==> config.mk <==
export PLATFORM = sky130hd
export DESIGN_NAME = neuron_flat
export DESIGN_NICKNAME = d
export VERILOG_FILES = /design/src/rtl/neuron_pkg.sv /design/src/rtl/neuron_if.sv /design/src/rtl/neuron.sv /design/src/flat_wrapper.sv
export SDC_FILE = /design/constraint.sdc
export NUM_CORES = 1
export LEC_CHECK = 0
export CAP_MARGIN = 20
export CORE_MARGIN = 3
export CORE_UTILIZATION = 24
export CTS_CLUSTER_SIZE = 30
export DETAILED_ROUTE_END_ITERATION = 12
export DONT_BUFFER_PORTS = 1
export SLEW_MARGIN = 20
export SYNTH_ARGS = -nofsm -noshare
export SYNTH_HDL_FRONTEND = slang
export SYNTH_SLANG_ARGS = --single-unit
==> constraint.sdc <==
create_clock -name clk -period 23.1 [get_ports clk]
set_input_delay 3.465 -clock clk [delete_from_list [all_inputs] [get_ports clk]]
set_output_delay 3.465 -clock clk [all_outputs]
set_load 0.1 [all_outputs]
==> src/rtl/neuron_pkg.sv <==
// Shared fixed-point definitions for the neuron datapath and the sigmoid stage
// it feeds: Q8.8 width, saturation limits, the clamp helper and the control
// state encoding.
package neuron_pkg;

    localparam int Q_W = 16;
    localparam int Q_FRAC = 8;

    localparam logic signed [Q_W-1:0] SAT_MAX = 16'sh7FFF;
    localparam logic signed [Q_W-1:0] SAT_MIN = 16'sh8000;

    typedef enum logic [1:0] {
        ST_ARG = 2'd0,
        ST_RES = 2'd1,
        ST_ERR = 2'd2,
        ST_UPD = 2'd3
    } state_t;

    // Clamp a wide signed value into Q8.8; never wraps.
    function automatic logic signed [Q_W-1:0] sat16(input logic signed [31:0] v);
        if (v > 32'sd32767) begin
            return SAT_MAX;
        end else if (v < -32'sd32768) begin
            return SAT_MIN;
        end else begin
            return v[Q_W-1:0];
        end
    endfunction

endpackage

==> src/rtl/neuron_if.sv <==
// Strobe/ready streams of the neuron: activations in, weighted sum out,
// error feedback in.
interface neuron_if;
    import neuron_pkg::*;

    logic                  arg_stb;
    logic [7:0]            arg_dat;
    logic                  arg_rdy;

    logic                  res_stb;
    logic signed [Q_W-1:0] res_dat;
    logic                  res_rdy;

    logic                  err_stb;
    logic signed [Q_W-1:0] err_dat;
    logic                  err_rdy;

    // The neuron side of every stream.
    modport slave (
        input  arg_stb, arg_dat, res_rdy, err_stb, err_dat,
        output arg_rdy, res_stb, res_dat, err_rdy
    );

    // The environment side: sources activations/errors, sinks results.
    modport master (
        output arg_stb, arg_dat, res_rdy, err_stb, err_dat,
        input  arg_rdy, res_stb, res_dat, err_rdy
    );

endinterface

==> src/rtl/neuron.sv <==
// Single trainable neuron: accumulates x[i]*w[i] over an N-element activation
// vector, emits the saturated Q8.8 sum, and when training is enabled takes an
// error value and applies a delta-rule update to each weight, one per cycle.
module neuron
    import neuron_pkg::*;
#(
    parameter int N     = 4,
    parameter int SHIFT = 2
) (
    input  logic     clk,
    input  logic     rst,
    input  logic     en,
    neuron_if.slave  bus
);

    localparam int IW    = (N > 1) ? $clog2(N) : 1;
    localparam int ACC_W = 24 + IW;

    state_t                    r_state;
    state_t                    w_state_next;
    logic [IW-1:0]             r_idx;
    logic signed [ACC_W-1:0]   r_acc;
    logic signed [Q_W-1:0]     r_w [N];
    logic [7:0]                r_x [N];
    logic signed [Q_W-1:0]     r_err;
    logic                      r_res_stb;
    logic signed [Q_W-1:0]     r_res_dat;

    logic                      w_arg_ack;
    logic                      w_res_ack;
    logic                      w_err_ack;
    logic                      w_last;
    logic                      w_enter_arg;
    logic signed [24:0]        w_mac_prod;
    logic signed [ACC_W-1:0]   w_mac_ext;
    logic signed [ACC_W-1:0]   w_acc_shift;
    logic signed [Q_W-1:0]     w_sum_sat;
    logic signed [24:0]        w_upd_prod;
    logic signed [24:0]        w_upd_delta;
    logic signed [31:0]        w_upd_sum;
    logic signed [Q_W-1:0]     w_upd_sat;

    // Ready lines are pure decodes of the state, so they also take their
    // reset values directly from the reset state.
    assign bus.arg_rdy = (r_state == ST_ARG);
    assign bus.err_rdy = (r_state == ST_ERR);
    assign bus.res_stb = r_res_stb;
    assign bus.res_dat = r_res_dat;

    assign w_arg_ack   = (r_state == ST_ARG) && bus.arg_stb;
    assign w_res_ack   = r_res_stb && bus.res_rdy;
    assign w_err_ack   = (r_state == ST_ERR) && bus.err_stb;
    assign w_last      = (r_idx == IW'(N - 1));
    assign w_enter_arg = (w_state_next == ST_ARG) && (r_state != ST_ARG);

    // Unsigned activation times signed weight; fits in 24 bits signed.
    assign w_mac_prod  = $signed({1'b0, bus.arg_dat}) * r_w[r_idx];
    assign w_mac_ext   = ACC_W'(w_mac_prod);

    // Drop the Q0.8 fraction of the activation, then clamp to Q8.8.
    assign w_acc_shift = r_acc >>> Q_FRAC;
    assign w_sum_sat   = sat16(32'(w_acc_shift));

    // Delta rule: err * x scaled by 2^-(8+SHIFT), arithmetic (floor) shift.
    assign w_upd_prod  = r_err * $signed({1'b0, r_x[r_idx]});
    assign w_upd_delta = w_upd_prod >>> (Q_FRAC + SHIFT);
    assign w_upd_sum   = 32'(r_w[r_idx]) + 32'(w_upd_delta);
    assign w_upd_sat   = sat16(w_upd_sum);

    // State register.
    always_ff @(posedge clk or negedge rst) begin
        if (!rst) begin
            r_state <= ST_ARG;
        end else begin
            r_state <= w_state_next;
        end
    end

    // Next-state decode; training enable only matters at result acknowledge.
    always_comb begin
        w_state_next = r_state;
        case (r_state)
            ST_ARG: if (w_arg_ack && w_last) w_state_next = ST_RES;
            ST_RES: if (w_res_ack) w_state_next = en ? ST_ERR : ST_ARG;
            ST_ERR: if (w_err_ack) w_state_next = ST_UPD;
            ST_UPD: if (w_last) w_state_next = ST_ARG;
            default: w_state_next = ST_ARG;
        endcase
    end

    // Element index shared by accumulation and weight update; wraps N-1 -> 0.
    always_ff @(posedge clk or negedge rst) begin
        if (!rst) begin
            r_idx <= '0;
        end else if (w_arg_ack || (r_state == ST_UPD)) begin
            r_idx <= w_last ? '0 : r_idx + 1'b1;
        end else if (w_err_ack) begin
            r_idx <= '0;
        end
    end

    // Accumulator: cleared whenever ARG is (re)entered, so a vector never
    // inherits a previous sum.
    always_ff @(posedge clk or negedge rst) begin
        if (!rst) begin
            r_acc <= '0;
        end else if (w_enter_arg) begin
            r_acc <= '0;
        end else if (w_arg_ack) begin
            r_acc <= r_acc + w_mac_ext;
        end
    end

    // Input buffer and weights; weights only change during UPD.
    always_ff @(posedge clk or negedge rst) begin
        if (!rst) begin
            for (int i = 0; i < N; i++) begin
                r_x[i] <= '0;
                r_w[i] <= '0;
            end
        end else begin
            if (w_arg_ack) begin
                r_x[r_idx] <= bus.arg_dat;
            end
            if (r_state == ST_UPD) begin
                r_w[r_idx] <= w_upd_sat;
            end
        end
    end

    // Result register: raised on the first RES cycle, held until acknowledged.
    always_ff @(posedge clk or negedge rst) begin
        if (!rst) begin
            r_res_stb <= 1'b0;
            r_res_dat <= '0;
        end else if ((r_state == ST_RES) && !r_res_stb) begin
            r_res_stb <= 1'b1;
            r_res_dat <= w_sum_sat;
        end else if (w_res_ack) begin
            r_res_stb <= 1'b0;
        end
    end

    // Error latch for the update pass.
    always_ff @(posedge clk or negedge rst) begin
        if (!rst) begin
            r_err <= '0;
        end else if (w_err_ack) begin
            r_err <= bus.err_dat;
        end
    end

endmodule

==> src/flat_wrapper.sv <==
// flat-port wrapper written by rule: the top's interface ports become plain ports
module neuron_flat import neuron_pkg::*;
#(
    parameter int N     = 4,
    parameter int SHIFT = 2
)
  (clk, rst, en, bus_arg_stb, bus_arg_dat, bus_res_rdy, bus_err_stb, bus_err_dat, bus_arg_rdy, bus_res_stb, bus_res_dat, bus_err_rdy);
  neuron_if bus_i ();
  input  logic clk;
  input  logic rst;
  input  logic en;
  input wire logic [$bits(bus_i.arg_stb)-1:0] bus_arg_stb;
  input wire logic [$bits(bus_i.arg_dat)-1:0] bus_arg_dat;
  input wire logic [$bits(bus_i.res_rdy)-1:0] bus_res_rdy;
  input wire logic [$bits(bus_i.err_stb)-1:0] bus_err_stb;
  input wire logic [$bits(bus_i.err_dat)-1:0] bus_err_dat;
  output wire logic [$bits(bus_i.arg_rdy)-1:0] bus_arg_rdy;
  output wire logic [$bits(bus_i.res_stb)-1:0] bus_res_stb;
  output wire logic [$bits(bus_i.res_dat)-1:0] bus_res_dat;
  output wire logic [$bits(bus_i.err_rdy)-1:0] bus_err_rdy;
  assign bus_i.arg_stb = bus_arg_stb;
  assign bus_i.arg_dat = bus_arg_dat;
  assign bus_i.res_rdy = bus_res_rdy;
  assign bus_i.err_stb = bus_err_stb;
  assign bus_i.err_dat = bus_err_dat;
  assign bus_arg_rdy = bus_i.arg_rdy;
  assign bus_res_stb = bus_i.res_stb;
  assign bus_res_dat = bus_i.res_dat;
  assign bus_err_rdy = bus_i.err_rdy;
  neuron #(.N(N), .SHIFT(SHIFT)) u_core (.clk(clk), .rst(rst), .en(en), .bus(bus_i));
endmodule
==> results of run 1 <==
-- worst min-delay path, stage by stage (launching register included) --
cell	delay, ns
dfrtp_1	0.34
nand2_1	0.04
o21ai_0	0.06
-- Yosys cell counts, drive strengths merged, types with 8 or more instances --
| library cell | count | area share |
|---|---|---|
| a21o | 22 | 0.0096 |
| xnor2 | 30 | 0.015 |
| ha | 126 | 0.091 |
| nor2b | 10 | 0.0036 |
| xor2 | 20 | 0.010 |
| and2 | 149 | 0.054 |
| nand2b | 8 | 0.0029 |
| mux2 | 53 | 0.035 |
| o21ai | 126 | 0.036 |
| buf | 10 | 0.0027 |
| nand2 | 229 | 0.050 |
| dfrtp | 159 | 0.23 |
| fa | 227 | 0.26 |
| mux4 | 24 | 0.031 |
| a21oi | 41 | 0.012 |
| nor3 | 13 | 0.0041 |
| nor2 | 35 | 0.0076 |
| inv | 304 | 0.066 |
| clkbuf | 64 | 0.014 |
| o31ai | 13 | 0.0056 |
| nand3 | 16 | 0.0046 |
| maj3 | 13 | 0.0075 |
-- registers in the layout, summed over array words and instances (netlist names) --
signal and count:
u_core.bus.res_stb 1, u_core.r_w 64, u_core.r_acc 26, u_core.r_x 32
u_core.r_err 16, u_core.r_state 2, u_core.bus.res_dat 16, u_core.r_idx 2
-- per-layer routing --
| metal | wire, um | track usage |
|---|---|---|
| met2 | 19300 | 0.1819 |
| met1 | 17950 | 0.1462 |
| met3 | 1634 | 0.02004 |
| met4 | 364 | 0.02193 |
| met5 | 0 | 0 |
-- cells by family (layout without fill, tap and decap cells) --
group                      Yosys count  count (layout)  synth area share
adders and majority gates          366             366            0.3617
other                                0               2                 0
DFF                                159             159            0.2302
xor gates and xnor gates            50              50           0.02534
buffers and inverters              378             344           0.08260
muxes                               80              80           0.06754
AOI/OAI and AO/OA                  261             261           0.09194
and+or+nand+nor                    495             495            0.1407
-- per-stage QoR --
stage | hold WS, ns | instances | worst slack [ns] | cell area (um^2)
4_1_cts | 0.4839 | 2695 | 14.28 | 18830
6_report | 0.4805 | 2697 | 14.33 | 18850
3_5_place_dp | 0.4685 | 2663 | 14.27 | 18250
5_1_grt | 0.5016 | 2695 | 13.76 | 18840
2_1_floorplan | 0.4432 | 1789 | 14.74 | 17280
3_3_place_gp | 0.4557 | 2663 | 14.29 | 18250
-- layout make-up --
type                       count  area share
sequential                   159      0.2112
clock buffer                  19     0.02350
clock inverter                13    0.007634
inverter                     304     0.06054
timing repair buffer           8    0.003186
multi-input combinational   1252      0.6313
antenna                        2   0.0002655
tap                          940     0.06240
-- final timing paths --
path                                                 endpoint  slack, ns
setup / recovery                   u_core.r_w[21]$_DFFE_PN0P_      14.33
hold / removal                     u_core.r_w[10]$_DFFE_PN0P_       0.48
setup reg to reg                   u_core.r_w[21]$_DFFE_PN0P_      14.33
hold reg to reg                    u_core.r_w[10]$_DFFE_PN0P_       0.48
max in group asynchronous         u_core.r_err[6]$_DFFE_PN0P_      20.12
min in group asynchronous  u_core.bus.res_dat[14]$_DFFE_PN0P_       2.71
==> flow_summary_export.csv, run 1 <==
group,metric,value,unit
logic_synthesis,yosys_warnings,0,
logic_synthesis,synthCells,1789,
layout,drive_above_1_share,0.07521,
timing,fin_setup_tns,0,ns
clock_tree,postCtsSetupBuffers,0,
clock_tree,ctsResizeCount,0,
setup_path,crit_buf_inv,3,
outcome,status,"finished, final reports clean",
die,die_x,274.4,um
timing,finClkSkew,0.01211,ns
logic_synthesis,synth_area_per_cell,9.661,um^2
clock_tree,cts.sinks,159,
setup_path,crit_type,"reg2reg",
detailed_routing,num_vias,11852,
setup_path,critPathSlowestCell,"xnor2_2",
worst_hold_path,hold_class,"reg2reg",
clock_tree,clk_pin_slew,0.07,ns
detailed_routing,firstDrtPassIters,5,
die,num_rows,97,
logic_synthesis,seq_area_frac_synth,0.2302,
timing,fin_crit_sh,0.3795,
logic_synthesis,synth_nets,2172,
global_routing,grt_max_degree,160,
worst_hold_path,min-delay-start,"u_core.r_w[10]$_DFFE_PN0P_",
layout,fin_nets,2125,
setup_path,cp_max_fo,19,
detailed_routing,via_per_inst,4.395,
layout,layout_commonest_cell,"inv_1",
logic_synthesis,async_flop_share,1.000,
clock_tree,numCtsBuffers,17,
setup_path,r2r_cells,27,
setup_path,cp.required,23.43,ns
timing,slew_headroom,0.2508,
clock_tree,cts_max_level,4,
placement,portBuffers,0,
layout,multi_input_area,11900,um^2
setup_path,start_kind,"register",
layout,regArea,3980,um^2
logic_synthesis,synth.distinct_cells,62,
detailed_routing,ant_nets,0,
logic_synthesis,ys_ff_latch,159,
setup_path,crit_start,"u_core.r_idx[0]$_DFFE_PN0P_",
logic_synthesis,synth-edff-count,0,
job,cap_violations,0,
clock_tree,clk_latency,0.46,ns
setup_path,cp.arrival,9.09,ns
timing,max_freq,0.1141,GHz
die,core,70640,um^2
detailed_routing,first_iter_violations,689,
setup_path,slowest_delay,0.78,ns
clock_tree,cts_root_buffer,"clkbuf_16",
detailed_routing,wl_per_cell,14.55,um
setup_path,end_kind,"register",
global_routing,overflow,0,
die,start_util,0.2447,
layout,final_util,0.2668,
die,fp.dieH,274.4,um
die,die_area,75270,um^2
timing,finalHoldViolCount,0,
detailed_routing,drc,0,
placement,hpwlAfterDp,29960,um
timing,rsz0062_at_grt,"no",
global_routing,grtUsageTotal,0.1085,
layout,final_cell_mix,"304 x inv_1, 228 x nand2_1, 227 x fa_1, 158 x dfrtp_1, 149 x and2_1",
timing,layout_min_cycle_time,8.766,ns
detailed_routing,finalWirelength,39240,um
logic_synthesis,netlist_area,17280,um^2
layout,area_delta_synth_final,9.049,%
logic_synthesis,synth_ff_type,"dfrtp_1",
placement,place_congestion,0.8206,
setup_path,worstReg2RegStart,"u_core.r_idx[0]$_DFFE_PN0P_",
worst_hold_path,holdPathStages,2,
timing,tightest_slew,1.123,ns
setup_path,crit_path_frequent_cell,"fa_1",
timing,finalMaxSlewViolations,0,
setup_path,cp.depth,27,
die,top_level_ports,49,
global_routing,antenna_found_initial,3,
clock_tree,tritoncts,"yes",
timing,setup_viol,0,
global_routing,grt_first_pass_wirelength,65070,um
global_routing,grt_pass1_vias,12095,
layout,fillers,7556,
clock_tree,cts.path.max_buffers,2,
setup_path,critPathTopFamily,"adder cells",
clock_tree,hold_buffers,0,
Power of run 1 is left out: the tool's default activity adds up to more than one toggle a clock period on the data nets, which glitch-free logic cannot reach.
==> inputs of run 2 (changes only) <==
==> constraint.sdc (replaced) <==
create_clock -name clk -period 7.5 [get_ports clk]
set_input_delay 1.125 -clock clk [delete_from_list [all_inputs] [get_ports clk]]
set_output_delay 1.125 -clock clk [all_outputs]
set_load 0.1 [all_outputs]
==> run 2 against run 1 <==
Effect of this change:
- first-iteration DRC count down 9.7%
- final cell count up 2.9%
- flip-flop and latch count unchanged
- largest cell class unchanged
- die area unchanged
- worst setup slack worse by 14 ns
- clock skew up 0.022 ns
==> flow_summary_export.csv, run 2 (synthesis gave the netlist of run 1 again) <==
group,metric,value,unit
outcome,status,"finished, final reports clean",
global_routing,grt_pass1_vias,12643,
detailed_routing,first_iter_violations,622,
clock_tree,hold_buffers,0,
layout,fillers,7482,
layout,final_util,0.2796,
clock_tree,tritoncts,"yes",
clock_tree,cts_max_level,4,
layout,top_register,"u_core.r_w",
clock_tree,cts_root_buffer,"clkbuf_16",
job,cap_violations,0,
detailed_routing,finalWirelength,41160,um
layout,largest_reg_flops,64,
timing,finalMaxSlewViolations,0,
setup_path,start_kind,"register",
detailed_routing,via_per_inst,4.439,
global_routing,grt_max_degree,160,
layout,layout_commonest_cell,"inv_1",
global_routing,grtUsageTotal,0.1133,
layout,stdcell_count,2776,
die,fp.dieH,274.4,um
setup_path,cp.required,7.88,ns
detailed_routing,ant_nets,0,
die,core,70640,um^2
detailed_routing,firstDrtPassIters,5,
timing,finalHoldViolCount,0,
timing,slew_headroom,0.2649,
layout,drive_above_1_share,0.1466,
setup_path,crit_path_frequent_cell,"fa_1",
clock_tree,cts.sinks,159,
timing,layout_min_cycle_time,7.410,ns
timing,rsz0062_at_grt,"yes",
placement,portBuffers,0,
timing,fin_crit_sh,0.9880,
setup_path,slowest_delay,0.61,ns
timing,setup_viol,0,
clock_tree,numCtsBuffers,17,
layout,final_cell_mix,"301 x inv_1, 226 x nand2_1, 226 x fa_1, 158 x dfrtp_1, 147 x and2_1",
placement,dp.cells,2731,
setup_path,end_kind,"register",
clock_tree,clk_latency,0.47,ns
setup_path,cp.arrival,7.79,ns
timing,finClkSkew,0.03423,ns
detailed_routing,drc,0,
placement,hpwlAfterDp,31600,um
global_routing,grt_first_pass_wirelength,67880,um
global_routing,antenna_found_initial,1,
die,top_level_ports,49,
global_routing,overflow,0,
detailed_routing,num_vias,12324,
die,start_util,0.2447,
layout,fin_nets,2206,
die,die_x,274.4,um
timing,tightest_slew,1.101,ns
timing,max_freq,0.1350,GHz
die,num_rows,97,
setup_path,crit_type,"reg2reg",
layout,biggestRegsByFlops,"u_core.r_w x64, u_core.r_x x32, u_core.r_acc x26",
layout,area_delta_synth_final,14.25,%
setup_path,critPathSlowestCell,"mux4_2",
setup_path,cp_max_fo,6,
die,die_area,75270,um^2
placement,place_congestion,0.8362,
clock_tree,clk_pin_slew,0.08,ns
worst_hold_path,hold_class,"in2async",
clock_tree,cts.path.max_buffers,2,
detailed_routing,wl_per_cell,14.83,um
==> run 2: cell count changes in the layout (fill, tap and decap cells not counted), sizes merged <==
cell	previous run	this run
buf	8	89
clkinv	3	1
inv	313	311
diode	2	1
clkinvlp	0	3
==> run 2: through the flow <==
| stage | TNS (ns) | worst slack, ns | area (um^2) | hold WS, ns |
|---|---|---|---|---|
| 6_report | 0 | 0.09029 | 19750 | 0.3507 |
| 5_1_grt | -10.76 | -0.2218 | 19750 | 0.3325 |
| 4_1_cts | 0 | 0.01769 | 19410 | 0.3362 |
| 3_5_place_dp | -3.446 | -0.1068 | 18790 | 0.4650 |
| 3_3_place_gp | 0 | 0.02865 | 18790 | 0.4566 |
| 2_1_floorplan | 0 | 0.02762 | 17310 | 0.4432 |
==> run 2: layout make-up <==
class	count	area (um^2)	area share
Multi-Input combinational cell	1252	12140	0.6145
Sequential cell	159	3980	0.2015
Tap cell	940	1176	0.05956
Inverter	304	1141	0.05778
Timing Repair Buffer	89	745.7	0.03776
Clock buffer	19	442.9	0.02243
Clock inverter	12	123.9	0.006273
Antenna cell	1	2.502	0.0001267
==> run 2: worst paths after layout <==
kind / from / slack [ns] / depth (start not counted) / end
setup / recovery: u_core.r_idx[0]$_DFFE_PN0P_ / 0.09 / 29 / u_core.r_w[1]$_DFFE_PN0P_
hold / removal: rst / 0.35 / 0 / u_core.r_acc[10]$_DFFE_PN0P_
setup reg to reg: u_core.r_idx[0]$_DFFE_PN0P_ / 0.09 / 29 / u_core.r_w[1]$_DFFE_PN0P_
hold reg to reg: u_core.r_w[58]$_DFFE_PN0P_ / 0.47 / 2 / u_core.r_w[58]$_DFFE_PN0P_
max in group asynchronous: rst / 6.86 / 0 / u_core.r_idx[0]$_DFFE_PN0P_
min in group clk: u_core.r_w[58]$_DFFE_PN0P_ / 0.47 / 2 / u_core.r_w[58]$_DFFE_PN0P_
==> run 2: critical path: cells and delay by family (launching register included) <==
family | cells | cell delay (ns)
compound gates | 9 | 1.94
xor+xnor | 1 | 0.20
fa+ha+maj | 7 | 2.80
buf+inv | 6 | 0.67
flops | 1 | 0.45
mux | 2 | 0.82
simple gates | 4 | 0.45
==> run 2: what timing repair did <==
item,in CTS,in global routing
resized for setup,9,113
hold endpoints to repair,0,0
setup buffers,2,11
setup endpoints to repair,60,64
gates cloned,0,0
pin swaps,5,54
==> run 2: routing by layer <==
layer | track usage | part of all wire | up-vias
met5 | 0 | 0 | -
met4 | 0.03716 | 0.027 | 0
met3 | 0.02188 | 0.042 | 55
met2 | 0.1896 | 0.49 | 204
met1 | 0.1468 | 0.44 | 6275
li1 | - | - | 5790
Power of run 2 is left out for the same reason.
